$ cat src/rtl/load_store_unit_if.sv
// Data-memory bus between the load/store unit and a multi-cycle memory.
// The unit drives the request side. The memory returns data with a
// one-cycle mem_ack pulse.
interface load_store_unit_if #(
  parameter int ADDR_WIDTH = 32,
  parameter int DATA_WIDTH = 32
);
  logic                  mem_req;
  logic                  mem_we;
  logic [ADDR_WIDTH-1:0] mem_addr;
  logic [DATA_WIDTH-1:0] mem_wdata;
  logic [DATA_WIDTH-1:0] mem_rdata;
  logic                  mem_ack;

  modport master (
    output mem_req, mem_we, mem_addr, mem_wdata,
    input  mem_rdata, mem_ack
  );

  modport slave (
    input  mem_req, mem_we, mem_addr, mem_wdata,
    output mem_rdata, mem_ack
  );
endinterface

$ cat src/rtl/load_store_unit.sv
// Load/store unit. It turns the core's single-cycle lw/sw intent into a
// req/ack transaction on a multi-cycle data memory. It stalls the core
// until the access completes, and it flags misaligned word accesses and
// memory timeouts.
module load_store_unit #(
  parameter int ADDR_WIDTH = 32,
  parameter int DATA_WIDTH = 32,
  parameter int TIMEOUT    = 255
) (
  input  logic                  CLK,
  input  logic                  reset,
  input  logic                  MemRead,
  input  logic                  MemWrite,
  input  logic [ADDR_WIDTH-1:0] Addr,
  input  logic [DATA_WIDTH-1:0] WriteData,
  output logic [DATA_WIDTH-1:0] ReadData,
  output logic                  Stall,
  output logic                  MisalignErr,
  output logic                  TimeoutErr,
  load_store_unit_if.master     bus
);

  typedef enum logic [1:0] {IDLE, REQ, DONE} state_t;

  // Last counter value of a REQ phase before it is aborted. The counter is 8 bits wide.
  localparam logic [7:0] TIMEOUT_LAST = 8'(TIMEOUT - 1);

  state_t     state_q, state_d;
  logic [7:0] cnt_q;
  logic       access;
  logic       aligned;
  logic       timeout_hit;

  assign access      = MemRead | MemWrite;
  assign aligned     = (Addr[1:0] == 2'b00);
  assign timeout_hit = (cnt_q == TIMEOUT_LAST);

  // State register. A reset returns to IDLE at once, so mem_req drops without waiting for a clock.
  always_ff @(posedge CLK or negedge reset) begin
    // NOTE: sequential state uses non-blocking assignments so that every
    // register samples the values from before the edge.
    if (!reset) state_q <= IDLE;
    else        state_q <= state_d;
  end

  // Next-state logic and the combinational outputs: Stall, MisalignErr and mem_req.
  always_comb begin
    // NOTE: every signal gets a default before the case statement. A path
    // that leaves a signal unassigned would infer a latch.
    state_d     = state_q;
    Stall       = 1'b0;
    MisalignErr = 1'b0;
    bus.mem_req = 1'b0;
    case (state_q)
      IDLE: begin
        if (access) begin
          if (aligned) begin
            Stall   = 1'b1;
            state_d = REQ;
          end else begin
            // The instruction proceeds unstalled. Control suppresses the register write.
            MisalignErr = 1'b1;
          end
        end
      end
      REQ: begin
        bus.mem_req = 1'b1;
        Stall       = 1'b1;
        if (bus.mem_ack || timeout_hit) state_d = DONE;
      end
      DONE: begin
        // The instruction commits here. It is still presented, but it is not re-issued.
        state_d = IDLE;
      end
      default: state_d = IDLE;
    endcase
  end

  // Request latching, wait counter, load data and timeout flag.
  always_ff @(posedge CLK or negedge reset) begin
    if (!reset) begin
      bus.mem_addr  <= '0;
      bus.mem_wdata <= '0;
      bus.mem_we    <= 1'b0;
      cnt_q         <= '0;
      ReadData      <= '0;
      TimeoutErr    <= 1'b0;
    end else begin
      case (state_q)
        IDLE: begin
          if (access && aligned) begin
            // MemWrite wins when both strobes are high.
            bus.mem_addr  <= Addr;
            bus.mem_wdata <= WriteData;
            bus.mem_we    <= MemWrite;
            cnt_q         <= '0;
          end
        end
        REQ: begin
          cnt_q <= cnt_q + 8'd1;
          if (bus.mem_ack) begin
            // An ack wins over a timeout that falls in the same cycle.
            if (!bus.mem_we) ReadData <= bus.mem_rdata;
          end else if (timeout_hit) begin
            TimeoutErr <= 1'b1;
            // A store never disturbs ReadData, even when it is aborted.
            if (!bus.mem_we) ReadData <= '0;
          end
        end
        DONE: begin
          TimeoutErr <= 1'b0;
        end
        default: ;
      endcase
    end
  end

endmodule

$ cat src/flat_wrapper.sv
// flat-port wrapper written by rule: the top's interface ports become plain ports
module load_store_unit_flat 
#(
  parameter int ADDR_WIDTH = 32,
  parameter int DATA_WIDTH = 32,
  parameter int TIMEOUT    = 255
)
  (CLK, reset, MemRead, MemWrite, Addr, WriteData, ReadData, Stall, MisalignErr, TimeoutErr, bus_mem_req, bus_mem_we, bus_mem_addr, bus_mem_wdata, bus_mem_rdata, bus_mem_ack);
  load_store_unit_if #(.ADDR_WIDTH(ADDR_WIDTH), .DATA_WIDTH(DATA_WIDTH)) bus_i ();
  input  logic CLK;
  input  logic reset;
  input  logic MemRead;
  input  logic MemWrite;
  input  logic [ADDR_WIDTH-1:0] Addr;
  input  logic [DATA_WIDTH-1:0] WriteData;
  output logic [DATA_WIDTH-1:0] ReadData;
  output logic Stall;
  output logic MisalignErr;
  output logic TimeoutErr;
  output wire logic [$bits(bus_i.mem_req)-1:0] bus_mem_req;
  output wire logic [$bits(bus_i.mem_we)-1:0] bus_mem_we;
  output wire logic [$bits(bus_i.mem_addr)-1:0] bus_mem_addr;
  output wire logic [$bits(bus_i.mem_wdata)-1:0] bus_mem_wdata;
  input wire logic [$bits(bus_i.mem_rdata)-1:0] bus_mem_rdata;
  input wire logic [$bits(bus_i.mem_ack)-1:0] bus_mem_ack;
  assign bus_mem_req = bus_i.mem_req;
  assign bus_mem_we = bus_i.mem_we;
  assign bus_mem_addr = bus_i.mem_addr;
  assign bus_mem_wdata = bus_i.mem_wdata;
  assign bus_i.mem_rdata = bus_mem_rdata;
  assign bus_i.mem_ack = bus_mem_ack;
  load_store_unit #(.ADDR_WIDTH(ADDR_WIDTH), .DATA_WIDTH(DATA_WIDTH), .TIMEOUT(TIMEOUT)) u_core (.CLK(CLK), .reset(reset), .MemRead(MemRead), .MemWrite(MemWrite), .Addr(Addr), .WriteData(WriteData), .ReadData(ReadData), .Stall(Stall), .MisalignErr(MisalignErr), .TimeoutErr(TimeoutErr), .bus(bus_i));
endmodule
$ cat config.mk
export PLATFORM = sky130hd
export DESIGN_NAME = load_store_unit_flat
export DESIGN_NICKNAME = d
export VERILOG_FILES = /design/src/rtl/load_store_unit_if.sv /design/src/rtl/load_store_unit.sv /design/src/flat_wrapper.sv
export SDC_FILE = /design/constraint.sdc
export NUM_CORES = 1
export LEC_CHECK = 0
export ABC_AREA = 0
export CAP_MARGIN = 20
export CORE_UTILIZATION = 42
export DETAILED_ROUTE_END_ITERATION = 6
export PLACE_DENSITY = 0.87
export SLEW_MARGIN = 0
export SYNTH_ARGS = -nofsm -noshare
export SYNTH_HDL_FRONTEND = slang
export SYNTH_SLANG_ARGS = --single-unit
$ cat constraint.sdc
create_clock -name CLK -period 2.1 [get_ports CLK]
set_clock_uncertainty 0.1 [all_clocks]
set_input_delay 0.63 -clock CLK [delete_from_list [all_inputs] [get_ports CLK]]
set_output_delay 0.63 -clock CLK [all_outputs]
set_load 0.02 [all_outputs]
# Word-level counts from Yosys, hierarchy flattened
# Cells that the tools add are included.
[op_classes] addsub=1 eq_ne=9 n_mux=20 bitwise=2 reduce_logical=12
[op_table] operator="$mux W32" n=4
[op_table] operator="$pmux W8 S2" n=1
[op_table] operator="$ne A2 B1 Y1 const B" n=5
[op_table] operator="$reduce_and A3 Y1" n=3
[op_table] operator="$add A8 B1 Y8 const B" n=1
[op_table] operator="$eq A8 B8 Y1 const B" n=1
[op_table] operator="$mux W1" n=8
[op_table] operator="$mux W8" n=1
[op_table] operator="$mux W2" n=3
[op_table] operator="$reduce_bool A2 Y1" n=3
[op_table] operator="$logic_not A2 Y1" n=2
[op_table] operator="$pmux W1 S2" n=2
[op_table] operator="$pmux W2 S2" n=1
[op_table] operator="$reduce_and A2 Y1" n=2
[op_table] operator="$eq A2 B1 Y1 const B" n=1
[op_table] operator="$eq A2 B2 Y1 const B" n=1
[op_table] operator="$ne A2 B2 Y1 const B" n=1
[op_table] operator="$logic_and A1 B1 Y1" n=1
[op_table] operator="$logic_or A1 B1 Y1" n=1
[op_table] operator="$not A1 Y1" n=1
[op_table] operator="$or A1 B1 Y1" n=1
[totals] reg_bits=108 input_bits=101 out_inout_bits=101

# Depth between registers and ports, before layout
[depth] depth_word=4 depth_mapped=6 ltp_nobuf=5

# Worst setup path after synthesis
# Ideal clock, no wire load.
[synth_timing] kind="input port to output port" from="input port Addr[1]" to="output port Stall" arrival_ps=1473 t_required_ps=1370 slack_ps=-103 cell_stages=2 path_cell_list="or2_1 > o31ai_2"
[synth_between] elab_chain_len=4
[synth_lines] item="from (decl)" line_no="flat_wrapper.sv:14" rtl="input logic [ADDR_WIDTH-1:0] Addr;"
[synth_lines] item="$logic_not A2 Y1" line_no="load_store_unit.sv:35" rtl="assign aligned = (Addr[1:0] == 2'b00);"
[synth_lines] item="$mux W1" line_no="load_store_unit.sv:57" rtl="if (aligned) begin"
[synth_lines] item="$mux W1" line_no="load_store_unit.sv:56" rtl="if (access) begin"
[synth_lines] item="$pmux W1 S2" line_no="load_store_unit.sv:54" rtl="case (state_q)"
[synth_lines] item="to (decl)" line_no="flat_wrapper.sv:17" rtl="output logic Stall;"
# Every way passes these cells.

# Final worst setup path
[layout_timing] from="register u_core.state_q[0]" to="output port Stall"
[layout_between] elab_chain_len=2 elab_cells_between_ends=3 classes_between="1 x eq/ne; 1 x mux; 1 x reduce/logical"
[layout_lines] item="from (decl)" line_no="load_store_unit.sv:28" rtl="state_t state_q, state_d;"
[layout_lines] item="from (signal assigned)" line_no="load_store_unit.sv:43" rtl="else state_q <= state_d;"
[layout_lines] item="$eq A2 B1 Y1 or $logic_not A2 Y1 (tied branches)" line_no="load_store_unit.sv:54"
[layout_lines] item="$pmux W1 S2 *" line_no="load_store_unit.sv:54"
# Mark *: on every way between the ends. The rest lies on a longest branch, timed or not.

==> qor.yml <==
outcome: "complete, but fails checks"
violations: "setup timing"
ys_top_cells_by_count: "dfrtp_1, mux2_1, inv_1"
area_growth_pct: 55.4
fin_ws_ns: -0.0665
switching_power_mw: 2.20
dieArea_um2: 11000
portBuffers: 201
cp_num_buf_inv: 1
track_usage: 0.220
regArea_um2: 2700
place.detailed.hpwl_um: 8520
period_share: 1.03
layout-drive-gt1-share: 0.112
path_delay_family: "flip-flops"
synth_area_per_cell_um2: 13.0
combPwrFrac: 0.381
power.share.sequential: 0.443
syn_area_um2: 4430
wl_um: 11600
dpl.cell_count: 676
antenna_found_initial: 0
power_density_nw_per_um2: 948
antenna_left: 0
tightest_slew_ns: 0.704
htreeDepth: 3
cap_violations: 0
criticalPathCategory: "flip-flop to output port"
synth.top_cell.area_share: 0.610
swShare: 0.337
die_h_um: 105
die_x_um: 105
p_clk_frac: 0.176
timing.final.crit_period_ns: 2.17
dr.pass1.iters: 4
yosysWarnings: 0
power_leakage_nw: 3.23
grt_max_degree: 50
synthCells: 340
multiInputGateArea_um2: 1500
startpoint_type: "flip-flop"
synth_edf_count: 0
ys_seq_elements: 108
fin_area_um2: 6880
cp-end-kind: "output port"
ys_async_sr_fraction: 1.00
grt_pass1_vias: 3689
cp_slowest_cell: "dfrtp_1"
synth_flop_cell: "dfrtp_1"
clk_pin_slew_ns: 0.10
tns_ns: -0.0665
nets: 654
num_rows: 37
root_buffer: "clkbuf_8"
post_cts_buffers: 0
pre_cts_ws_ns: -0.836
post_dp_cell_area_um2: 6700
cts_tree: "built"
synth.distinct_cells: 37
ioPinCount: 202
yosys.area.top_type: "dfrtp_1"
via_count: 3415
synthTopCellsByArea: "dfrtp_1, mux2_1, a22oi_1"
clock_latency_ns: 0.37
overflow: 0
ir_drop_uv: 391
core_area_um2: 10300
cts.hold.buffers_added: 0
cts_buffer_depth: 2
cts_buffers: 9
p_int_mw: 4.33
antennaDiodeCount: 0
max_freq_mhz: 462
hold_viol: 0
slowest_delay_ns: 0.39
via_per_inst: 4.94
path_cells: "or2_4 -> o31ai_4 -> buf_6"
drt-initial-drc-count: 145
grt_pass1_wl_um: 18800
wl_per_cell_um: 16.8
relSlewSlack: 0.530
initial_core_util: 0.431
critical_path_required_ns: 1.37
crit_fanout: 3
rsz0062_at_grt: "yes"
syn_nets: 443
arrival_ns: 1.44
synth.most_common_cell: "dfrtp_1"
layout.cells.non_filler: 691
hold_path.class: "primary input to async pin"
drv_slew: 0
drc: 0
clock_sinks: 108
fillCellCount: 794
gp_congestion: 0.782
setup_viol: 1
yosysSeqAreaShare: 0.610
## path summary, 6_finish.rpt
kind,start,to,slack [ns],cells past startpoint
max in group asynchronous,reset,u_core.bus.mem_addr[2],1.32,2
worst min register to register,u_core.bus.mem_wdata[18],u_core.bus.mem_wdata[18],0.39,1
worst max-delay path,u_core.state_q[0],Stall,-0.07,3
min in group CLK,u_core.bus.mem_wdata[18],u_core.bus.mem_wdata[18],0.39,1
worst max register to register,u_core.cnt_q[0],u_core.ReadData[23],0.16,6
worst min-delay path,reset,u_core.bus.mem_wdata[4],0.04,1
## flip-flops by register name, summed over array words and instances (netlist names)
| register | flops |
|---|---|
| u_core.ReadData | 32 |
| u_core.bus.mem_addr | 32 |
| u_core.bus.mem_wdata | 32 |
| u_core.cnt_q | 8 |
| u_core.state_q | 2 |
| u_core.TimeoutErr | 1 |
| u_core.bus.mem_we | 1 |
## timing repair
item / 4_1_cts / 5_1_grt
resized for setup: 62 / 23
endpoints found under the setup margin: 100 / 23
endpoints found under the hold margin: 0 / 0
pin swaps: 4 / 2
## metrics by stage
stage / power, mW / utilization / hold WS, ns
detailed placement: 5.55 / 0.652 / 0.375
finish: 6.53 / 0.670 / 0.0395
floorplan: 4.11 / - / 0.234
CTS: 6.59 / 0.665 / 0.0311
global placement: 5.44 / 0.652 / 0.367
global route: 6.84 / 0.670 / 0.0468
## per-layer routing
layer	wire (um)	track usage
met2	6060	0.392
met5	0	0
met1	4800	0.266
met3	521	0.0349
met4	246	0.0905
## worst register-to-register path: cells and delay by family (launching register included)
family | cells | cell delay [ns]
AND/OR/NAND/NOR | 1 | 0.09
flip-flops | 1 | 0.45
buffers and inverters | 2 | 0.33
AO/OA/AOI/OAI | 2 | 0.68
adder cells (fa/ha/maj) | 1 | 0.14
## power by group through the flow
stage | Clock, mW | Sequential, mW | Combinational, mW
floorplan | 0 | 3.47 | 0.638
global placement | 0 | 2.89 | 2.54
detailed placement | 0 | 2.93 | 2.61
CTS | 1.17 | 2.89 | 2.53
global route | 1.24 | 2.95 | 2.65
finish | 1.15 | 2.89 | 2.49
## layout by cell type, fill, tap and decap left out, drive strengths merged, types with 4 or more instances in the layout
cell type / Yosys / final
nand3: 4 / 4
dlymetal6s2s: 0 / 21
nand2: 5 / 5
clkbuf: 6 / 15
dfrtp: 108 / 108
o21ai: 35 / 35
inv: 38 / 38
a22oi: 32 / 32
o211ai: 4 / 4
dlygate4sd2: 0 / 37
buf: 13 / 22
clkdlybuf4s50: 0 / 137
mux2: 63 / 63
## logic make-up (layout without fill, tap and decap cells)
family | count (synthesis) | after routing | synth area share
mux | 65 | 65 | 0.165
compound gates | 77 | 77 | 0.111
fa+ha+maj | 2 | 2 | 0.00565
buf+inv | 57 | 272 | 0.0638
xor+xnor | 1 | 1 | 0.00198
flops | 108 | 108 | 0.610
simple gates | 30 | 30 | 0.0424
## area by class of cell
type / count / share of cell area
repair buffers: 219 / 0.319
inverters: 38 / 0.0207
multi-input cells: 175 / 0.218
well taps: 136 / 0.0247
flip-flops and latches: 108 / 0.393
clock buffers: 13 / 0.0231
clock inverters: 2 / 0.00145
(Power assumes the default switching activity.)
